--- config.mk ---
export PLATFORM = sky130hd
export DESIGN_NAME = total_adder
export DESIGN_NICKNAME = d
export VERILOG_FILES = /design/src/rtl/total_adder.sv
export SDC_FILE = /design/constraint.sdc
export NUM_CORES = 1
export LEC_CHECK = 0
export BUFFER_PORTS_ARGS = -buffer_cell sky130_fd_sc_hd__buf_2
export CAP_MARGIN = 20
export CORE_AREA = 2 2 39 41
export CTS_CLUSTER_DIAMETER = 50
export CTS_CLUSTER_SIZE = 30
export DETAILED_ROUTE_END_ITERATION = 7
export DIE_AREA = 0 0 41 43
export PLACE_DENSITY = 0.45
export SETUP_SLACK_MARGIN = 0.5
export SLEW_MARGIN = 20
export SYNTH_ARGS = -nofsm -noshare
export SYNTH_HDL_FRONTEND = slang
export SYNTH_SLANG_ARGS = --single-unit
--- constraint.sdc ---
create_clock -name clk -period 0.8 [get_ports clk]
set_input_delay 0.04 -clock clk [delete_from_list [all_inputs] [get_ports clk]]
set_output_delay 0.04 -clock clk [all_outputs]
set_load 0.1 [all_outputs]
--- src/rtl/total_adder.sv ---
// Registered ripple-carry adder: {carry_out,sum} <= a + b + cin, built from a chain of full-adder cells.
// Optional build macro TOTAL_ADDER_INREG_EN inserts an input register stage (latency 2 instead of 1).
module total_adder #(
  parameter int WIDTH = 4
) (
  input  logic             clk,
  input  logic             rst_n,
  input  logic [WIDTH-1:0] a,
  input  logic [WIDTH-1:0] b,
  input  logic             cin,
  output logic [WIDTH-1:0] sum,
  output logic             carry_out
);

  logic [WIDTH-1:0] w_a;
  logic [WIDTH-1:0] w_b;
  logic             w_cin;
  logic [WIDTH-1:0] w_s;
  logic [WIDTH:0]   w_c;
  logic [WIDTH-1:0] r_sum;
  logic             r_carry;

`ifdef TOTAL_ADDER_INREG_EN
  logic [WIDTH-1:0] r_a;
  logic [WIDTH-1:0] r_b;
  logic             r_cin;

  always_ff @(posedge clk or negedge rst_n) begin
    if (!rst_n) begin
      r_a   <= '0;
      r_b   <= '0;
      r_cin <= 1'b0;
    end else begin
      r_a   <= a;
      r_b   <= b;
      r_cin <= cin;
    end
  end

  assign w_a   = r_a;
  assign w_b   = r_b;
  assign w_cin = r_cin;
`else
  assign w_a   = a;
  assign w_b   = b;
  assign w_cin = cin;
`endif

  assign w_c[0] = w_cin;

  // One full-adder cell per bit; carry ripples from LSB to MSB.
  genvar gi;
  generate
    for (gi = 0; gi < WIDTH; gi++) begin : g_fa
      assign w_s[gi]   = w_a[gi] ^ w_b[gi] ^ w_c[gi];
      assign w_c[gi+1] = (w_a[gi] & w_b[gi]) | (w_c[gi] & (w_a[gi] ^ w_b[gi]));
    end
  endgenerate

  always_ff @(posedge clk or negedge rst_n) begin
    if (!rst_n) begin
      r_sum   <= '0;
      r_carry <= 1'b0;
    end else begin
      r_sum   <= w_s;
      r_carry <= w_c[WIDTH];
    end
  end

  assign sum       = r_sum;
  assign carry_out = r_carry;

endmodule

; Word-level counts from Yosys, hierarchy flattened
; Cells that the tools add are included.
; Widths: inputs -> output; s select.
[word_totals]
register_bits = 5
word_cells = 22
out_inout_bits = 5
[op_classes]
bitwise = 20
[op_table]
columns = cell, count
row1 = $and 1x1->1, 8
row2 = $xor 1x1->1, 8
row3 = $or 1x1->1, 4

; Logic depth before layout (Yosys ltp)
[depth]
ltp_word = 9
ltp_mapped = 8

; Worst setup path before layout
; OpenSTA, ideal clock, no wires.
[synth_timing]
kind = input-to-reg
startpoint = in a[0]
endpoint = reg r_sum[3] (netlist: sum[3])
stages = 8
setup_slack_ps = -810
t_required_ps = 736
path_buffers = 0
arrival_ps = 1546
path_cell_list = fa_1 > inv_1 > fa_1 > inv_1 > fa_1 > inv_1 > fa_1 > inv_1
[synth_via]
elab_chain_len = 8
elab_cells_between_ends = 9
classes_between = 9 x bitwise
[synth_lines]
columns = item, line
row1 = start: declaration, 8  ; input logic [WIDTH-1:0] a,
row2 = $xor 1x1->1, 56  ; assign w_c[gi+1] = (w_a[gi] & w_b[gi]) | (w_c[gi] & (w_a[gi] ^ w_b[gi]));
row3 = $and 1x1->1, 56
row4 = $or 1x1->1 (*), 56
row5 = $and 1x1->1 (*), 56
row6 = $or 1x1->1 (*), 56
row7 = $and 1x1->1 (*), 56
row8 = $or 1x1->1 (*), 56
row9 = $xor 1x1->1 (*), 55  ; assign w_s[gi] = w_a[gi] ^ w_b[gi] ^ w_c[gi];
row10 = named net w_s[3], 18  ; logic [WIDTH-1:0] w_s;
row11 = end signal: assignment, 65  ; r_sum <= w_s;
row12 = end: declaration, 20  ; logic [WIDTH-1:0] r_sum;
; Mark *: on every way through the listed nets, which the timed path passes. The rest lies on a longest branch.

; Worst setup path in the final report
[layout_timing]
startpoint = in cin
endpoint = reg r_sum[3] (netlist: sum[3])
[layout_via]
elab_chain_len = 7
[layout_lines]
columns = item, line
row1 = start: declaration, 10  ; input logic cin,
row2 = $and 1x1->1, 56
row3 = $or 1x1->1, 56
row4 = $and 1x1->1, 56
row5 = $or 1x1->1, 56
row6 = $and 1x1->1, 56
row7 = $or 1x1->1, 56
row8 = $xor 1x1->1, 55
row9 = named net w_s[3], 18
; The timed path passes the listed nets, and every way through them passes these cells.

==> flow_metrics.py <==
metrics = {
    "run_status": {
        "status": "complete, but fails checks",
        "violations": "setup timing",
    },
    "die": {
        "start_util_pct": 17.5,
        "pin_count": 16,
        "core_um2": 1380,
        "design.die.area_um2": 1760,
        "die_h_um": 43,
        "chipWidth_um": 41,
        "fp-row-count": 14,
    },
    "worst_setup_path": {
        "critPathMaxFanout": 1,
        "crit_required_ns": 0.98,
        "crit_path_start_kind": "input port",
        "cp-end-kind": "flip-flop",
        "worstPathArrival_ns": 1.62,
        "critPathKind": "input port to flip-flop",
    },
    "clocking": {
        "numCtsBuffers": 3,
        "cts_buffer_depth": 2,
        "cts_tree": "built",
        "cts_sinks": 5,
        "clock-root-buffer": "clkbuf_4",
        "h-tree-depth": 1,
        "cts_setup_buffers": 0,
        "clkTransAtPathRegs_ns": 0.04,
    },
    "cells_and_area": {
        "syn2layout_area_growth_pct": 97.9,
        "drive_gt1_share_pct": 74.4,
        "layout.nets": 55,
        "num-fill-cells": 145,
        "diodes": 0,
    },
    "placed_design": {
        "io_buffer_count": 15,
        "gp_congestion": 0.579,
    },
    "timing": {
        "setup_ws_ns": -0.641,
        "period_share_pct": 180,
        "worstMarginPinSlew_ns": 0.102,
        "fmax_mhz": 694,
        "min_period_ns": 1.44,
        "rsz0062_at_grt": "yes",
        "setup_violations": 9,
        "final_max_slew_viol_count": 0,
        "max_slew_margin_pct": 93.2,
        "timing.final.hold_violations": 0,
        "hold_slack_ns": 0.114,
    },
    "synthesis": {
        "ys_types": 3,
        "ys_seq_elements": 5,
        "syn_nets": 34,
        "netlist_instances": 19,
        "yosys_warnings": 0,
        "netlist_area_um2": 243,
        "synth_seq_area_share_pct": 51.5,
        "syn_avg_cell_area_um2": 12.8,
    },
    "route": {
        "num_vias": 173,
        "dr.first_iter.drc_count": 0,
        "drc": 0,
        "wirelength_um": 438,
        "vias_per_cell": 3.15,
        "wl_per_cell_um": 7.96,
        "ant_nets": 0,
        "firstDrtPassIters": 1,
    },
    "power": {
        "power.total_mw": 1.22,
        "vdd_drop_max_uv": 731,
        "seq_power_share_pct": 28.5,
        "power.leakage_nw": 0.239,
        "internal_power_mw": 0.719,
        "p_sw_share_pct": 41.3,
        "combinationalPowerShare_pct": 48.6,
        "p_sw_mw": 0.505,
        "power_density_nw_per_um2": 2550,
        "clkPwrFrac_pct": 22.9,
    },
    "worst_hold_path": {
        "hp-class": "input port to flip-flop",
    },
    "global_routing": {
        "grt-ovfl-total": 0,
        "grt_pass1_wl_um": 600,
        "antenna_found_initial": 0,
        "grt_start_max_net_pins": 6,
        "track_usage_pct": 6.12,
        "grt_pass1_vias": 164,
    },
    "job": {
        "cap_violations": 0,
    },
}
## worst max-delay path: stages
cell	delay, ns
buf_6	0.10
fa_2	0.38
inv_2	0.06
fa_2	0.18
inv_2	0.04
fa_2	0.32
inv_2	0.06
fa_1	0.39
inv_1	0.06
## power groups by stage
stage | logic, mW | registers, mW | clock network, mW
3_5_place_dp | 0.590 | 0.355 | 0
3_3_place_gp | 0.582 | 0.354 | 0
2_1_floorplan | 0.0521 | 0.644 | 0
6_report | 0.595 | 0.349 | 0.280
4_1_cts | 0.596 | 0.350 | 0.297
5_1_grt | 0.628 | 0.352 | 0.305
## per-stage QoR
step	cell area (um2)	utilization (%)	instances	setup WS, ns	setup TNS (ns)
finish	480	34.7	55	-0.641	-1.97
global route	480	34.7	55	-0.691	-2.21
CTS	478	34.5	55	-0.642	-2.04
detailed placement	435	31.5	50	-0.970	-2.73
global placement	435	31.5	50	-0.945	-2.64
floorplan	265	-	19	-0.800	-2.17
## cells in the final DEF, fill, tap and decap left out
cell,n
fa_2,3
clkbuf_4,3
buf_2,8
buf_4,1
dfrtp_4,4
clkbuf_1,1
dfrtp_1,1
fa_1,1
inv_2,4
buf_12,5
buf_6,1
dlygate4sd3_1,1
inv_1,6
## per-layer routing
metal	global-route usage, %	wire length, um
met1	4.05	126
met2	10.0	235
met3	3.66	76
met4	6.00	0
met5	0	0
## cell families after synthesis
logic type	synth area share, %
flip-flops	51.5
buffers and inverters	15.5
adder cells (fa/ha/maj)	33.0
## Yosys cell counts
cell / n / area (um2)
inv_1: 10 / 37.5
dfrtp_1: 5 / 125
fa_1: 4 / 80.1
## state kept, by name, summed over array words and instances (netlist names)
register	count
carry_out	1
sum	4
## cell type report
type,count,area (um2),area share (%)
inverters,10,37.5,7.81
repair buffers,16,169,35.2
clock buffers,4,26.3,5.47
well taps,16,20.0,4.17
multi-input cells,4,87.6,18.2
flip-flops and latches,5,140,29.2
## what timing repair did
| item | 4_1_cts | 5_1_grt |
|---|---|---|
| hold buffers | 1 | 0 |
| endpoints found under the setup margin | 10 | 15 |
| cloned | 0 | 0 |
| resized for setup | 1 | 2 |
| endpoints found under the hold margin | 5 | 0 |
| pin swaps | 4 | 0 |
## worst paths after layout
kind	startpoint	end	slack, ns	depth (start not counted)
min in group asynchronous	rst_n	carry_out	0.15	2
worst min-delay path	cin	sum[0]	0.11	2
worst max-delay path	cin	sum[3]	-0.64	9
max in group asynchronous	rst_n	sum[0]	0.53	2
No activity file was read; power rests on OpenSTA's default activity.
